--- src/rtl/dmem_responder.sv ---
// Data-memory responder: one load/store at a time over valid/ready, with byte-lane merge
// for sub-word stores, sign/zero extension for sub-word loads and a fixed response latency.
module dmem_responder #(
    parameter int unsigned DEPTH   = 64,
    parameter int unsigned LATENCY = 2
) (
    input  logic        clk,
    input  logic        reset,
    input  logic        req_valid,
    output logic        req_ready,
    input  logic        req_we,
    input  logic [1:0]  req_size,
    input  logic        req_unsigned,
    input  logic [31:0] req_addr,
    input  logic [31:0] req_wdata,
    output logic        rsp_valid,
    input  logic        rsp_ready,
    output logic [31:0] rsp_rdata,
    output logic        rsp_err
);
    localparam int unsigned IDX_W    = $clog2(DEPTH);
    localparam logic [3:0]  CNT_INIT = 4'(LATENCY - 1);

    typedef enum logic [1:0] {StIdle, StBusy, StResp} state_e;

    state_e             state_q;
    logic [3:0]         cnt_q;
    logic               we_q;
    logic               uns_q;
    logic               err_q;
    logic [1:0]         size_q;
    logic [IDX_W+1:0]   addr_q;
    logic [31:0]        wdata_q;
    logic [31:0]        mem [DEPTH];

    logic [IDX_W-1:0]   idx;
    logic [4:0]         byte_sh;
    logic [4:0]         half_sh;
    logic [31:0]        cur_word;
    logic [7:0]         byte_lane;
    logic [15:0]        half_lane;
    logic [31:0]        load_data;
    logic [31:0]        store_word;
    logic               req_err;
    logic               commit;

    // Address bits above the word index alias onto the same storage.
    logic unused_addr;
    assign unused_addr = ^req_addr[31:IDX_W+2];

    assign req_ready = (state_q == StIdle);
    assign commit    = (state_q == StBusy) && (cnt_q == 4'd0);

    assign idx       = addr_q[IDX_W+1:2];
    assign byte_sh   = {addr_q[1:0], 3'b000};
    assign half_sh   = {addr_q[1], 4'b0000};
    assign cur_word  = mem[idx];
    assign byte_lane = cur_word[byte_sh +: 8];
    assign half_lane = cur_word[half_sh +: 16];

    always_comb begin
        req_err = 1'b0;
        case (req_size)
            2'b01:   req_err = req_addr[0];
            2'b10:   req_err = (req_addr[1:0] != 2'b00);
            2'b11:   req_err = 1'b1;
            default: req_err = 1'b0;
        endcase
    end

    always_comb begin
        load_data = cur_word;
        case (size_q)
            2'b00:   load_data = {{24{byte_lane[7] & ~uns_q}}, byte_lane};
            2'b01:   load_data = {{16{half_lane[15] & ~uns_q}}, half_lane};
            default: load_data = cur_word;
        endcase
    end

    always_comb begin
        store_word = cur_word;
        case (size_q)
            2'b00:   store_word[byte_sh +: 8]  = wdata_q[7:0];
            2'b01:   store_word[half_sh +: 16] = wdata_q[15:0];
            2'b10:   store_word                = wdata_q;
            default: store_word                = cur_word;
        endcase
    end

    // Storage is never cleared; a reset on the commit edge suppresses the write.
    always_ff @(posedge clk) begin
        if (!reset && commit && we_q && !err_q) begin
            mem[idx] <= store_word;
        end
    end

    always_ff @(posedge clk) begin
        if (reset) begin
            state_q   <= StIdle;
            cnt_q     <= 4'd0;
            rsp_valid <= 1'b0;
            rsp_rdata <= 32'h0;
            rsp_err   <= 1'b0;
            we_q      <= 1'b0;
            uns_q     <= 1'b0;
            err_q     <= 1'b0;
            size_q    <= 2'b00;
            addr_q    <= '0;
            wdata_q   <= 32'h0;
        end else begin
            case (state_q)
                StIdle: begin
                    if (req_valid) begin
                        we_q    <= req_we;
                        uns_q   <= req_unsigned;
                        err_q   <= req_err;
                        size_q  <= req_size;
                        addr_q  <= req_addr[IDX_W+1:0];
                        wdata_q <= req_wdata;
                        cnt_q   <= CNT_INIT;
                        state_q <= StBusy;
                    end
                end
                StBusy: begin
                    if (cnt_q == 4'd0) begin
                        rsp_valid <= 1'b1;
                        rsp_err   <= err_q;
                        rsp_rdata <= (err_q || we_q) ? 32'h0 : load_data;
                        state_q   <= StResp;
                    end else begin
                        cnt_q <= cnt_q - 4'd1;
                    end
                end
                StResp: begin
                    if (rsp_ready) begin
                        rsp_valid <= 1'b0;
                        rsp_err   <= 1'b0;
                        rsp_rdata <= 32'h0;
                        state_q   <= StIdle;
                    end
                end
                default: state_q <= StIdle;
            endcase
        end
    end

endmodule

--- config.mk ---
export PLATFORM = sky130hd
export DESIGN_NAME = dmem_responder
export DESIGN_NICKNAME = d
export VERILOG_FILES = /design/src/rtl/dmem_responder.sv
export SDC_FILE = /design/constraint.sdc
export NUM_CORES = 2
export LEC_CHECK = 0
export CAP_MARGIN = 20
export CORE_MARGIN = 5
export CORE_UTILIZATION = 55
export DETAILED_ROUTE_END_ITERATION = 8
export GPL_ROUTABILITY_DRIVEN = 0
export PLACE_DENSITY = 0.73
export SYNTH_ARGS = -nofsm -noshare
export SYNTH_HDL_FRONTEND = slang
export SYNTH_SLANG_ARGS = --single-unit
--- constraint.sdc ---
create_clock -name clk -period 5.8 [get_ports clk]
set_input_delay 1.16 -clock clk [delete_from_list [all_inputs] [get_ports clk]]
set_output_delay 1.16 -clock clk [all_outputs]
set_load 0.01 [all_outputs]
Word level (Yosys, flattened, before mapping)
Memory sizes are Yosys's and may differ from the RTL's. A register that Yosys moved wholly into a read port is not among the register bits.
Index checks and enable logic that the tools add are counted.
{"block": "word_totals", "register_bits": 85, "inputBits": 72, "ram_bits": 2048, "memories": 1}
{"memory": "mem", "words": 64, "width": 32, "read_ports": 1, "rd_ports_with_merged_regs": 1, "write_ports": 1, "line": "34", "text": "logic [31:0] mem [DEPTH];"}
{"block": "classes", "bitwise": 3, "mux": 25, "shift": 6, "reduce_logical": 17, "n_eq_ne": 11, "add_sub_neg": 3}
{"op": "one-hot mux 32 bit (2 select lines)", "count": 2}
{"op": "two-way mux 32 bit", "count": 3}
{"op": "one-hot mux 32 bit (3 select lines)", "count": 1}
{"op": "bitwise mux 32 bit", "count": 2}
{"op": "variable shift 16 x 7 -> 32 bit (first input constant)", "count": 1}
{"op": "variable shift 8 x 7 -> 32 bit (first input constant)", "count": 1}
{"op": "variable part select 16 x 7 -> 32 bit", "count": 1}
{"op": "variable part select 32 x 6 -> 16 bit", "count": 1}
{"op": "variable part select 32 x 6 -> 8 bit", "count": 1}
{"op": "variable part select 8 x 7 -> 32 bit", "count": 1}
{"op": "negator 5 -> 7 bit", "count": 2}
{"op": "two-way mux 6 bit", "count": 2}
{"op": "AND reduction 3 bit", "count": 3}
{"op": "== test 2 bit (second input constant)", "count": 4}
{"op": "two-way mux 4 bit", "count": 2}
{"op": "one-hot mux 4 bit (2 select lines)", "count": 1}
{"op": "== test 2 x 1 -> 1 bit (second input constant)", "count": 3}
{"op": "two-way mux 2 bit", "count": 3}
{"op": "!= test 2 bit (second input constant)", "count": 3}
{"op": "one-hot mux 2 bit (3 select lines)", "count": 1}
{"op": "nonzero test 2 bit", "count": 3}
{"op": "two-way mux 1 bit", "count": 5}
{"op": "logical AND 1 bit", "count": 4}
{"op": "zero test 2 bit", "count": 2}
{"op": "other kinds (10)", "count": 13}

Depth between registers and ports, before layout
{"block": "depth", "word_depth": 7, "ltp_mapped": 17, "mapped_depth_nobuf": 10}

Least setup slack after synthesis
Ideal clock, no wire load.
{"block": "synth_path", "path_type": "register to register", "from": "reg (tool-made name)", "to": "mem mem[0][15], data pin", "path_slack_ns": -0.431, "t_required_ns": 4.895, "path_stages_with_launch": 8, "arrival_time_ns": 5.325, "cell_sequence": "dfxtp_1 clkbuf_1 buf_2 clkbuf_1 and2_1 nand2_1 o311a_1 o41ai_1"}
{"element": "end, declared", "line": "34"}

==> impl_metrics.ini <==
[power_and_ir_drop]
p_sw_share_pct = 23.89
net-switching-power_uw = 8282
ir_drop_mv = 0.3029
pwr-share-clk_pct = 36.6
power_frac_comb_pct = 10.9
leakage_uw = 0.02907
p_per_area_nw_per_um2 = 366.8
power_frac_seq_pct = 52.5
internal-power_uw = 26380

[synth]
synth_seq_cells = 2139
synthesis.nets = 4063
synthAdderAreaFrac_pct = 0.1055
yosysTopAreaCell = edfxtp_1
yosys.area_share.simple_pct = 2.658
synth-xor-area-share_pct = 0.02109
syn_inst = 3984
synth-async-reset-ratio_pct = 0
yosysTopAreaCellShare_pct = 74.05
synth_compound_area_share_pct = 3.726
syn_area_um2 = 83050
yosys_warnings = 0
yosysUniqueCellTypes = 69
synth_area_leaders = edfxtp_1 (74%), mux4_2 (15%), dfxtp_1 (2.2%)
avgSynthCellArea_um2 = 20.85
synth_top_family_by_area = multiplexers
ys.flop_type = edfxtp_1
synthMuxAreaShare_pct = 15.62
synth_edf_count = 2048
ys_seq_area_share_pct = 76.25

[timing]
fin_crit_ns = 4.891
hold_ws_ns = 0.4486
layout_setup_ws_ns = 0.9088
final-hold-violation-count = 0
tns_ns = 0
worst_pin_slew_ns = 1.076
timing.final.crit_share_pct = 84.33
skew_ns = 0.02845
clock.fmax_mhz = 204.5
max_slew_margin_pct = 27.72
report.final.slew_viol_count = 0
rsz0062_at_grt = false
setup_viol = 0

[worst_setup_path]
critical_path_required_ns = 6.25
worst-r2r-cell-count = 10
cp-start-kind = register
r2r-end = mem[28][11]$_DFFE_PP_
cp.arrival_ns = 5.34
rrSetupSlack_ns = 0.91
crit_end = mem[28][11]$_DFFE_PP_
crit_type = reg -> reg
critPathCaptureType = register
critical_path_peak_fanout = 64

[clock_network]
postCtsSetupBuffers = 0
hold_buffers = 0
cts.path.max_buffers = 3
cts_max_level = 4
clock_latency_ns = 0.82
cts_buffers = 197
clockRootBuffer = clkbuf_16
cts.sinks = 2139
post_cts_resize_count = 0
cts_tree = built
cts.clk_slew.worst_paths_ns = 0.06

[place]
port_buffers = 82
dp_hpwl_mm = 122.9
dp_slack_ns = 1.027
dpl_cell_area_um2 = 88200

[grt]
antenna_found_initial = 6
grt_pass1_vias = 42820
grt_pass1_wl_mm = 305.7
grt_use_met2_pct = 41.74
grt_util_all_layers_pct = 26.98
grt_overflow = 0
met1_usage_pct = 38.29
met3_usage_pct = 6.433
grt_max_degree = 71
busiest_layer = met2

[worst_hold_path]
hp-class = reg -> reg
worstHoldPathCells = 2

[cells_and_area]
n_fill_cell = 9783
syn_to_final_growth_pct = 13.79
final_area_um2 = 94500
fin_nets = 4343
drive_gt1_share_pct = 26.76

[detailed_routing]
ant_nets = 0
drt_iter0_drc = 6308
vias_per_cell = 6.682
vias = 43070
wl_per_cell_um = 32.85
drc = 0
wirelength_mm = 211.7
dr.pass1.iters = 6

[die]
core_um2 = 150000
rows = 142
initial_core_util_pct = 55.38
die_w_um = 398.6
ioPinCount = 107
die_y_um = 398.6
die-area_um2 = 158900

[run_status]
outcome = completed

[job]
cap_violations = 0
sequential cells by signal, summed over array words and instances, names as in the netlist, 2 cells and up, named ones only:
| signal | count |
|---|---|
| mem | 2048 |
| rsp_rdata | 32 |
| wdata_q | 32 |
| addr_q | 8 |
| cnt_q | 4 |
| size_q | 2 |
| state_q | 2 |
power by group through the flow:
stage          Clock [µW]  Combinational, µW  Sequential (µW)
6_report            12700               3780            18200
5_1_grt             13500               4010            18200
4_1_cts             12800               3750            18200
3_5_place_dp            0               3730            18500
3_3_place_gp            0               3610            18500
2_1_floorplan           0               2130            18600
synthesized netlist by cell type, types with 4 or more instances:
| library cell | instances |
|---|---|
| o221ai_1 | 10 |
| inv_1 | 20 |
| a31oi_1 | 9 |
| a211oi_1 | 10 |
| nor2b_1 | 21 |
| mux2i_1 | 40 |
| a211oi_2 | 10 |
| o21ai_0 | 74 |
| nand3_1 | 31 |
| dfxtp_1 | 91 |
| mux4_1 | 5 |
| clkbuf_1 | 106 |
| mux4_2 | 545 |
| nand2_1 | 269 |
| edfxtp_1 | 2048 |
| and2_1 | 6 |
| nor2_1 | 131 |
| a21oi_1 | 124 |
| a22o_1 | 26 |
| nand2b_1 | 7 |
| o22ai_1 | 28 |
| nor4_1 | 7 |
| nor3_1 | 16 |
| mux2_2 | 15 |
| inv_2 | 4 |
| and3_1 | 5 |
| or3_1 | 5 |
| buf_4 | 23 |
| o21ai_1 | 19 |
| buf_6 | 27 |
| a221oi_1 | 28 |
| a21o_1 | 5 |
| buf_8 | 4 |
| a2111oi_0 | 4 |
| buf_1 | 23 |
| a22oi_1 | 87 |
| nand3b_1 | 4 |
| ha_1 | 7 |
| buf_2 | 38 |
per-stage QoR:
| stage | std cells | utilization (%) | total power, µW |
|---|---|---|---|
| floorplan | 3984 | - | 20710 |
| global placement | 6079 | 58.81 | 22130 |
| detailed placement | 6080 | 58.82 | 22270 |
| CTS | 6443 | 63.01 | 34750 |
| global route | 6444 | 63.02 | 35720 |
| finish | 6446 | 63.02 | 34670 |
cells in the final DEF, fill, tap and decap left out, drive strengths merged, types with 10 or more instances in the layout:
cell,n
nor2,131
dfxtp,91
o21ai,93
inv,30
clkdlybuf4s50,81
o22ai,28
o221ai,10
edfxtp,2048
nor2b,21
a211oi,20
mux2,15
mux2i,40
a221oi,28
buf,223
nand3,31
clkbuf,253
clkinv,82
nand2,269
a22oi,87
a22o,26
a21oi,124
bufinv,16
nor3,16
mux4,550
how the worst min path moves through the flow:
stage	slack [ns]	startpoint	end
after detailed placement	0.44	rsp_rdata[2]$_SDFFE_PP0P_	rsp_rdata[2]$_SDFFE_PP0P_
final	0.45	rsp_rdata[2]$_SDFFE_PP0P_	rsp_rdata[2]$_SDFFE_PP0P_
after global routing	0.47	rsp_rdata[2]$_SDFFE_PP0P_	rsp_rdata[2]$_SDFFE_PP0P_
after CTS	0.45	rsp_rdata[2]$_SDFFE_PP0P_	rsp_rdata[2]$_SDFFE_PP0P_
after floorplan	0.43	wdata_q[21]$_SDFFE_PP0P_	wdata_q[21]$_SDFFE_PP0P_
after global placement	0.43	rsp_rdata[4]$_SDFFE_PP0P_	rsp_rdata[4]$_SDFFE_PP0P_
cell families after synthesis:
family | after synthesis
and+or+nand+nor | 516
AOI/OAI and AO/OA | 467
DFF | 2139
adders and majority gates | 7
xor gates and xnor gates | 2
muxes | 605
buffers and inverters | 248
cell type report:
class / count / area [µm²] / area share (%)
tap: 2016 / 2522 / 2.669
multi-input combinational: 1597 / 19300 / 20.43
inverter: 25 / 96.34 / 0.1019
timing repair buffer: 304 / 2940 / 3.111
sequential: 2139 / 63340 / 67.03
clock buffer: 253 / 5303 / 5.611
clock inverter: 110 / 991.0 / 1.049
antenna: 2 / 5.005 / 0.005296
critical path, cell delays in order (launching register included):
cell	delay, ns
dfxtp_4	1.01
buf_4	0.46
mux4_2	0.55
a221oi_1	0.78
o22ai_1	0.33
a211oi_2	0.28
buf_4	0.21
nor2_1	0.05
a21oi_1	0.24
o221ai_4	0.15
buf_4	0.31
routing by layer:
layer,up-vias,share of wire [%]
met5,-,0.015
met4,4,3.9
met3,456,13
met2,2986,47
met1,22440,36
li1,17190,-
(Power assumes the default switching activity.)
